--- src/rtl/au_arbiter.sv ---
// au_arbiter: two requesters share one 16-bit saturating add/sub/padd unit.
// Round-robin grant, registered operands, registered result with valid/ready
// return, and the architectural Z/V/N flag register fed by one requester.
module au_arbiter #(
    parameter logic RR_INIT  = 1'b0,
    parameter logic FLAG_REQ = 1'b0,
    localparam int unsigned DW = 16,
    localparam int unsigned CW = 4,
    localparam int unsigned LW = DW / 2
) (
    input  logic          clk,
    input  logic          rst_n,
    input  logic          req0_valid,
    input  logic [CW-1:0] req0_cmd,
    input  logic [DW-1:0] req0_a,
    input  logic [DW-1:0] req0_b,
    output logic          req0_ready,
    input  logic          req1_valid,
    input  logic [CW-1:0] req1_cmd,
    input  logic [DW-1:0] req1_a,
    input  logic [DW-1:0] req1_b,
    output logic          req1_ready,
    output logic          rsp_valid,
    output logic          rsp_id,
    output logic [DW-1:0] rsp_data,
    output logic          rsp_cout,
    input  logic          rsp_ready,
    output logic          flag_z,
    output logic          flag_v,
    output logic          flag_n,
    output logic          busy
);

    localparam int unsigned CMD_SUB  = 1;
    localparam int unsigned CMD_PADD = 3;

    localparam logic [DW-1:0] W_MAX = {1'b0, {(DW-1){1'b1}}};
    localparam logic [DW-1:0] W_MIN = {1'b1, {(DW-1){1'b0}}};
    localparam logic [LW-1:0] L_MAX = {1'b0, {(LW-1){1'b1}}};
    localparam logic [LW-1:0] L_MIN = {1'b1, {(LW-1){1'b0}}};

    typedef enum logic [1:0] {
        ST_IDLE = 2'd0,
        ST_EXEC = 2'd1,
        ST_RESP = 2'd2
    } state_t;

    state_t        r_state;
    state_t        w_state_nxt;

    logic          w_offer;
    logic          w_gnt0;
    logic          w_gnt1;
    logic          w_grant;
    logic          w_gnt_id;
    logic          w_rsp_load;
    logic          w_rsp_take;

    logic          r_prio;
    logic          r_busy;

    logic          w_sel_sub;
    logic          w_sel_padd;
    logic [DW-1:0] w_sel_a;
    logic [DW-1:0] w_sel_b;

    logic          r_op_id;
    logic          r_op_sub;
    logic          r_op_padd;
    logic [DW-1:0] r_op_a;
    logic [DW-1:0] r_op_b;

    logic [DW-1:0] w_b_x;
    logic [DW:0]   w_sum;
    logic [LW:0]   w_lo;
    logic [LW:0]   w_hi;
    logic          w_ovf_w;
    logic          w_ovf_lo;
    logic          w_ovf_hi;
    logic [DW-1:0] w_res;
    logic          w_cout;
    logic          w_v;

    logic          r_rsp_valid;
    logic          r_rsp_id;
    logic [DW-1:0] r_rsp_data;
    logic          r_rsp_cout;
    logic          r_flag_z;
    logic          r_flag_v;
    logic          r_flag_n;

    logic          w_unused;

    // Grant window and round-robin pick; window opens in IDLE or while the held result is consumed
    always_comb begin
        w_offer = 1'b0;
        w_gnt0  = 1'b0;
        w_gnt1  = 1'b0;
        w_offer = rst_n && ((r_state == ST_IDLE) || ((r_state == ST_RESP) && rsp_ready));
        if (w_offer) begin
            if (req0_valid && req1_valid) begin
                w_gnt0 = ~r_prio;
                w_gnt1 = r_prio;
            end else begin
                w_gnt0 = req0_valid;
                w_gnt1 = req1_valid;
            end
        end
    end

    assign w_grant    = w_gnt0 | w_gnt1;
    assign w_gnt_id   = w_gnt1;
    assign req0_ready = w_gnt0;
    assign req1_ready = w_gnt1;

    // Next-state and handshake strobes
    always_comb begin
        w_state_nxt = r_state;
        w_rsp_load  = 1'b0;
        w_rsp_take  = 1'b0;
        case (r_state)
            ST_IDLE: begin
                if (w_grant) begin
                    w_state_nxt = ST_EXEC;
                end
            end
            ST_EXEC: begin
                w_rsp_load  = 1'b1;
                w_state_nxt = ST_RESP;
            end
            ST_RESP: begin
                if (rsp_ready) begin
                    w_rsp_take  = 1'b1;
                    w_state_nxt = w_grant ? ST_EXEC : ST_IDLE;
                end
            end
            default: begin
                w_state_nxt = ST_IDLE;
            end
        endcase
    end

    // State register; busy tracks the registered state
    always_ff @(posedge clk or negedge rst_n) begin
        if (!rst_n) begin
            r_state <= ST_IDLE;
            r_busy  <= 1'b0;
        end else begin
            r_state <= w_state_nxt;
            r_busy  <= (w_state_nxt != ST_IDLE);
        end
    end

    // Mux the granted request; padd never subtracts
    always_comb begin
        w_sel_a    = w_gnt_id ? req1_a : req0_a;
        w_sel_b    = w_gnt_id ? req1_b : req0_b;
        w_sel_padd = w_gnt_id ? req1_cmd[CMD_PADD] : req0_cmd[CMD_PADD];
        w_sel_sub  = w_gnt_id ? req1_cmd[CMD_SUB] : req0_cmd[CMD_SUB];
        if (w_sel_padd) begin
            w_sel_sub = 1'b0;
        end
    end

    // Operand registers and priority pointer, loaded on the grant edge
    always_ff @(posedge clk or negedge rst_n) begin
        if (!rst_n) begin
            r_prio    <= RR_INIT;
            r_op_id   <= 1'b0;
            r_op_sub  <= 1'b0;
            r_op_padd <= 1'b0;
            r_op_a    <= '0;
            r_op_b    <= '0;
        end else if (w_grant) begin
            r_prio    <= ~w_gnt_id;
            r_op_id   <= w_gnt_id;
            r_op_sub  <= w_sel_sub;
            r_op_padd <= w_sel_padd;
            r_op_a    <= w_sel_a;
            r_op_b    <= w_sel_b;
        end
    end

    // Saturating arithmetic unit on the operand registers
    always_comb begin
        w_b_x    = r_op_b ^ {DW{r_op_sub}};
        w_sum    = {1'b0, r_op_a} + {1'b0, w_b_x} + (DW+1)'(r_op_sub);
        w_ovf_w  = (r_op_a[DW-1] == w_b_x[DW-1]) && (w_sum[DW-1] != r_op_a[DW-1]);
        w_lo     = {1'b0, r_op_a[LW-1:0]} + {1'b0, r_op_b[LW-1:0]};
        w_hi     = {1'b0, r_op_a[DW-1:LW]} + {1'b0, r_op_b[DW-1:LW]};
        w_ovf_lo = (r_op_a[LW-1] == r_op_b[LW-1]) && (w_lo[LW-1] != r_op_a[LW-1]);
        w_ovf_hi = (r_op_a[DW-1] == r_op_b[DW-1]) && (w_hi[LW-1] != r_op_a[DW-1]);
        w_res    = w_sum[DW-1:0];
        w_cout   = w_sum[DW];
        w_v      = w_ovf_w;
        if (r_op_padd) begin
            // Two independent byte lanes, no carry from bit 7 into bit 8
            w_res[LW-1:0]  = w_ovf_lo ? (r_op_a[LW-1] ? L_MIN : L_MAX) : w_lo[LW-1:0];
            w_res[DW-1:LW] = w_ovf_hi ? (r_op_a[DW-1] ? L_MIN : L_MAX) : w_hi[LW-1:0];
            w_cout         = w_hi[LW];
            w_v            = w_ovf_lo | w_ovf_hi;
        end else if (w_ovf_w) begin
            // Clamp toward the sign of A: positive overflow to max, negative to min
            w_res = r_op_a[DW-1] ? W_MIN : W_MAX;
        end
    end

    // Response registers: load on EXEC exit, drop valid once consumed
    always_ff @(posedge clk or negedge rst_n) begin
        if (!rst_n) begin
            r_rsp_valid <= 1'b0;
            r_rsp_id    <= 1'b0;
            r_rsp_data  <= '0;
            r_rsp_cout  <= 1'b0;
        end else if (w_rsp_load) begin
            r_rsp_valid <= 1'b1;
            r_rsp_id    <= r_op_id;
            r_rsp_data  <= w_res;
            r_rsp_cout  <= w_cout;
        end else if (w_rsp_take) begin
            r_rsp_valid <= 1'b0;
        end
    end

    // Flag register, written only by the flag-owning requester's results
    always_ff @(posedge clk or negedge rst_n) begin
        if (!rst_n) begin
            r_flag_z <= 1'b0;
            r_flag_v <= 1'b0;
            r_flag_n <= 1'b0;
        end else if (w_rsp_load && (r_op_id == FLAG_REQ)) begin
            r_flag_z <= (w_res == '0);
            r_flag_v <= w_v;
            r_flag_n <= w_res[DW-1];
        end
    end

    assign rsp_valid = r_rsp_valid;
    assign rsp_id    = r_rsp_id;
    assign rsp_data  = r_rsp_data;
    assign rsp_cout  = r_rsp_cout;
    assign flag_z    = r_flag_z;
    assign flag_v    = r_flag_v;
    assign flag_n    = r_flag_n;
    assign busy      = r_busy;

    // Command bits with no function here, and the low-lane carry which never leaves the unit
    assign w_unused = ^{w_lo[LW], req0_cmd[2], req0_cmd[0], req1_cmd[2], req1_cmd[0]};

endmodule
--- config.mk ---
export PLATFORM = sky130hd
export DESIGN_NAME = au_arbiter
export DESIGN_NICKNAME = d
export VERILOG_FILES = /design/src/rtl/au_arbiter.sv
export SDC_FILE = /design/constraint.sdc
export NUM_CORES = 1
export LEC_CHECK = 0
export CAP_MARGIN = 10
export CORE_MARGIN = 2
export CORE_UTILIZATION = 55
export CTS_CLUSTER_DIAMETER = 200
export DETAILED_ROUTE_END_ITERATION = 10
export GPL_TIMING_DRIVEN = 0
export MAX_ROUTING_LAYER = met4
export PLACE_DENSITY = 0.89
export SETUP_SLACK_MARGIN = 0.4
export SYNTH_ARGS = -nofsm -noshare
export SYNTH_HDL_FRONTEND = slang
export SYNTH_SLANG_ARGS = --single-unit
--- constraint.sdc ---
create_clock -name clk -period 5.6 [get_ports clk]
set_clock_uncertainty 0.1 [all_clocks]
set_input_delay 1.12 -clock clk [delete_from_list [all_inputs] [get_ports clk]]
set_output_delay 1.12 -clock clk [all_outputs]
set_load 0.02 [all_outputs]
---- After elaboration in Yosys (flattened, before gate mapping) ----
Cells that the tools add are included.
operators by class
  $add $sub $neg .......................... 4
  equal/unequal tests ..................... 8
  mux-type cells .......................... 27
  bitwise operators ....................... 6
  reductions and logical operators ........ 12
operators by type and width
  cell                  number
  $mux W16              5
  $mux W8               4
  $add A16 B16 Y17      1
  $add A17 B1 Y17       1
  $logic_not A16 Y1     1
  $xor A16 B16 Y16      1
  $mux W1               15
  $add A8 B8 Y9         1
  $add A8 B8 Y8         1
  $logic_and A1 B1 Y1   7
  $pmux W2 S3           1
  $mux W2               2
  $reduce_bool A2 Y1    2
  $eq A1 B1 Y1          3
  $ne A1 B1 Y1          3
  $not A1 Y1            3
  $eq A2 B1 Y1 const B  1
  $eq A2 B2 Y1 const B  1
  $logic_not A2 Y1      1
  $or A1 B1 Y1          2
  $logic_or A1 B1 Y1    1
word-level totals
  bits in registers ....................... 61
  input port bits ......................... 77
  output and inout bits ................... 25
  word-level logic and storage cells ...... 72

---- Logic depth before layout (Yosys ltp) ----
  depth in word-level cells ............... 10
  gate-level depth with buffers ........... 15

---- Worst setup path after synthesis ----
No wires, ideal clock.
  kind .................................... input-to-output
  start ................................... in rsp_ready
  end ..................................... out req0_ready
  data arrival time ....................... 2.416 ns
  data required time ...................... 4.380 ns
  slack ................................... 1.964 ns
  stages .................................. 5
  path buffers ............................ 1
  path through ............................ nand2b_1 and3b_1 nand2_1 clkbuf_1 a21oi_1
on the way
  word-level cells in the longest chain between the ends .. 4
RTL lines
  element              line  text
  start: declaration   27    input logic rsp_ready,
  $logic_and A1 B1 Y1  99    w_offer = rst_n && ((r_state == ST_IDLE) || ((r_state == ST_RESP) && rsp_ready));
  $logic_or A1 B1 Y1   99
  $logic_and A1 B1 Y1  99
  $mux W1              100   if (w_offer) begin
  end: declaration     17    output logic req0_ready,
No other way between the ends.

---- Worst setup path in the final report ----
  start ................................... in rst_n
  end ..................................... out req0_ready
on the way
  word-level cells in the longest chain between the ends .. 2
RTL lines
  element              line  text
  start: declaration   12    input logic rst_n,
  $logic_and A1 B1 Y1  99
  $mux W1              100
No other way between the ends.

==> results.sh <==
export IMPL_fin_setup_tns_ns=0
export IMPL_grt_ovfl_total=0
export IMPL_cts_tree="built"
export IMPL_dieArea_um2=9920
export IMPL_clock_path_buffers=2
export IMPL_path_class="in2out"
export IMPL_clkSinkCount=61
export IMPL_start_util=0.571
export IMPL_die_h_um=99.6
export IMPL_hold_class="reg2reg"
export IMPL_drcViolationCount=0
export IMPL_dp_slack_ns=0.354
export IMPL_cp_start_kind="primary input"
export IMPL_avgViaCountPerCell=6.15
export IMPL_wirelength_um=14500
export IMPL_n_fill_cell=700
export IMPL_fp_row_count=34
export IMPL_synth_flop_cell="dfrtp_1"
export IMPL_yosys_area_top_type="dfrtp_1"
export IMPL_drv_cap=0
export IMPL_dp_hpwl_um=11700
export IMPL_crit_required_ns=4.38
export IMPL_htreeDepth=3
export IMPL_hold_viol=0
export IMPL_area_growth_pct=27.0
export IMPL_place_gp_congestion=0.910
export IMPL_fin_area_um2=6390
export IMPL_netSwitchingFraction=0.494
export IMPL_yosysSeqAreaShare=0.304
export IMPL_status="finished clean"
export IMPL_layoutNonFillerInstCount=820
export IMPL_dpl_instance_area_um2=6150
export IMPL_clkSlewWorstSetupHoldPaths_ns=0.06
export IMPL_clock_fmax_mhz=203
export IMPL_ys_ff_latch=61
export IMPL_setup_viol=0
export IMPL_holdBufCountCts=0
export IMPL_vdd_drop_max_mv=0.214
export IMPL_arrival_ns=3.72
export IMPL_p_sw_uw=1960
export IMPL_yosys_warnings=0
export IMPL_grt_pass1_wl_um=23700
export IMPL_clock_latency_ns=0.35
export IMPL_dieWidth_um=99.6
export IMPL_synth_area_per_cell_um2=8.39
export IMPL_synthArstFlopShare=1.00
export IMPL_grt_setup_unrepaired="false"
export IMPL_grt_use_total=0.308
export IMPL_vias=5047
export IMPL_drt_iter0_drc=318
export IMPL_ant_nets=0
export IMPL_ioPinCount=102
export IMPL_synth_top_area_share=0.304
export IMPL_seq_power_share=0.189
export IMPL_grt_max_degree=33
export IMPL_worst_path_max_fanout=32
export IMPL_coreArea_um2=8810
export IMPL_dp_cells=805
export IMPL_pwr_share_clk=0.117
export IMPL_cts_buffers=9
export IMPL_p_per_area_nw_per_um2=621
export IMPL_worstMarginPinSlew_ns=0.913
export IMPL_pwr_share_comb=0.694
export IMPL_drive_gt1_frac=0.0660
export IMPL_first_pass_iters=7
export IMPL_wl_per_cell_um=17.7
export IMPL_antenna_cells=0
export IMPL_synth_edf_count=0
export IMPL_port_buffers=97
export IMPL_end_kind="primary output"
export IMPL_synth_fp_nets=710
export IMPL_cts_resized=1
export IMPL_synth_area_um2=5030
export IMPL_worst_slack_ns=0.664
export IMPL_leakage_uw=0.00283
export IMPL_antenna_found_initial=0
export IMPL_finalMaxSlewViolations=0
export IMPL_nets=819
export IMPL_min_period_ns=4.94
export IMPL_synth_cell_type_count=73
export IMPL_p_total_uw=3970
export IMPL_intPower_uw=2010
export IMPL_relSlewSlack=0.376
export IMPL_synth_area_leaders="dfrtp_1 (30%), ha_1 (7.7%), nand2_1 (6.6%)"
export IMPL_cts_root_buffer="clkbuf_8"
export IMPL_cts_setup_buffers=0
export IMPL_grt_pass1_vias=4916
export IMPL_min_period_over_period=0.881
export IMPL_synth_cells=599
[final timing paths]
check / from / end / slack [ns] / cells after the start
setup / recovery: rst_n / req0_ready / 0.66 / 6
hold / removal: rsp_data[1]$_DFFE_PN0P_ / rsp_data[1]$_DFFE_PN0P_ / 0.39 / 2
setup reg to reg: r_op_sub$_DFFE_PN0N_ / flag_z$_DFFE_PN0P_ / 1.18 / 14
hold reg to reg: rsp_data[1]$_DFFE_PN0P_ / rsp_data[1]$_DFFE_PN0P_ / 0.39 / 2
max in group asynchronous: rst_n / r_op_sub$_DFFE_PN0N_ / 4.05 / 2
min in group asynchronous: rst_n / rsp_data[14]$_DFFE_PN0P_ / 0.72 / 1
[state kept, by name, indices dropped and copies added (netlist names)]
signal     cells
busy           1
flag_n         1
flag_v         1
flag_z         1
r_op_a        16
r_op_b        16
r_op_id        1
r_op_padd      1
r_op_sub       1
r_prio         1
r_state        2
rsp_cout       1
rsp_data      16
rsp_id         1
rsp_valid      1
[stage by stage]
stage / hold slack (ns) / util
floorplan: 0.355 / -
global placement: 0.360 / 0.697
detailed placement: 0.378 / 0.698
CTS: 0.391 / 0.725
global route: 0.405 / 0.725
finish: 0.385 / 0.725
[per-layer routing]
| layer | global-route usage | vias up | part of all wire |
|---|---|---|---|
| met3 | 0.0302 | 18 | 0.069 |
| met5 | - | - | 0 |
| li1 | - | 2425 | - |
| met1 | 0.401 | 2366 | 0.43 |
| met4 | 0.0822 | 0 | 0.012 |
| met2 | 0.516 | 238 | 0.49 |
[power groups by stage]
stage                     Combinational, uW  Clock (uW)  Sequential (uW)
after CTS                              2700         467              747
after global routing                   3010         486              770
after floorplan                        1880           0              801
after detailed placement               2680           0              754
after global placement                 2620           0              740
final                                  2750         465              748
[Yosys cell counts, drive strengths merged, types with 12 or more instances]
cell    count
a21oi      38
clkbuf     24
dfrtp      61
ha         31
inv        30
mux2i      26
nand2      88
nand2b     12
nand3      18
nor2       29
nor3       15
o21ai      65
xor2       16
[cells by family after synthesis]
logic type	synth area share
muxes	0.0744
xor gates and xnor gates	0.0453
adders and majority gates	0.0891
buffers and inverters	0.0463
DFF	0.304
AOI/OAI and AO/OA	0.260
and+or+nand+nor	0.181
[cells in the final DEF, fill, tap and decap left out, drive strengths merged, types with 4 or more instances in the layout]
cell type,count
clkdlybuf4s50,96
nand2,88
o21ai,65
dfrtp,61
a21oi,38
clkbuf,36
ha,31
inv,30
nor2,29
mux2i,26
nand3,18
xor2,16
nor3,15
nand2b,12
xnor2,10
o211ai,10
a22oi,9
mux2,9
a21o,7
a2111oi,7
o21a,6
a31oi,6
a211oi,6
buf,6
and3,5
o31ai,5
or2,4
a311oi,4
a221oi,4
[cell type report]
class	count	area, um^2	share of cell area
multi-input combinational	479	3270	0.513
sequential	61	1530	0.239
timing repair buffer	98	986	0.154
clock buffer	12	165	0.0259
tap	108	135	0.0212
buffer	28	116	0.0182
inverter	31	116	0.0182
clock inverter	3	67.6	0.0106
[worst max-delay path, stage by stage]
cell and delay [ns]:
buf_2 0.56, and3b_1 0.39, nand2_1 0.10, clkbuf_1 0.31
a21oi_2 0.50, clkdlybuf4s50_1 0.71
Note: power is estimated with default switching activity, not from simulation.
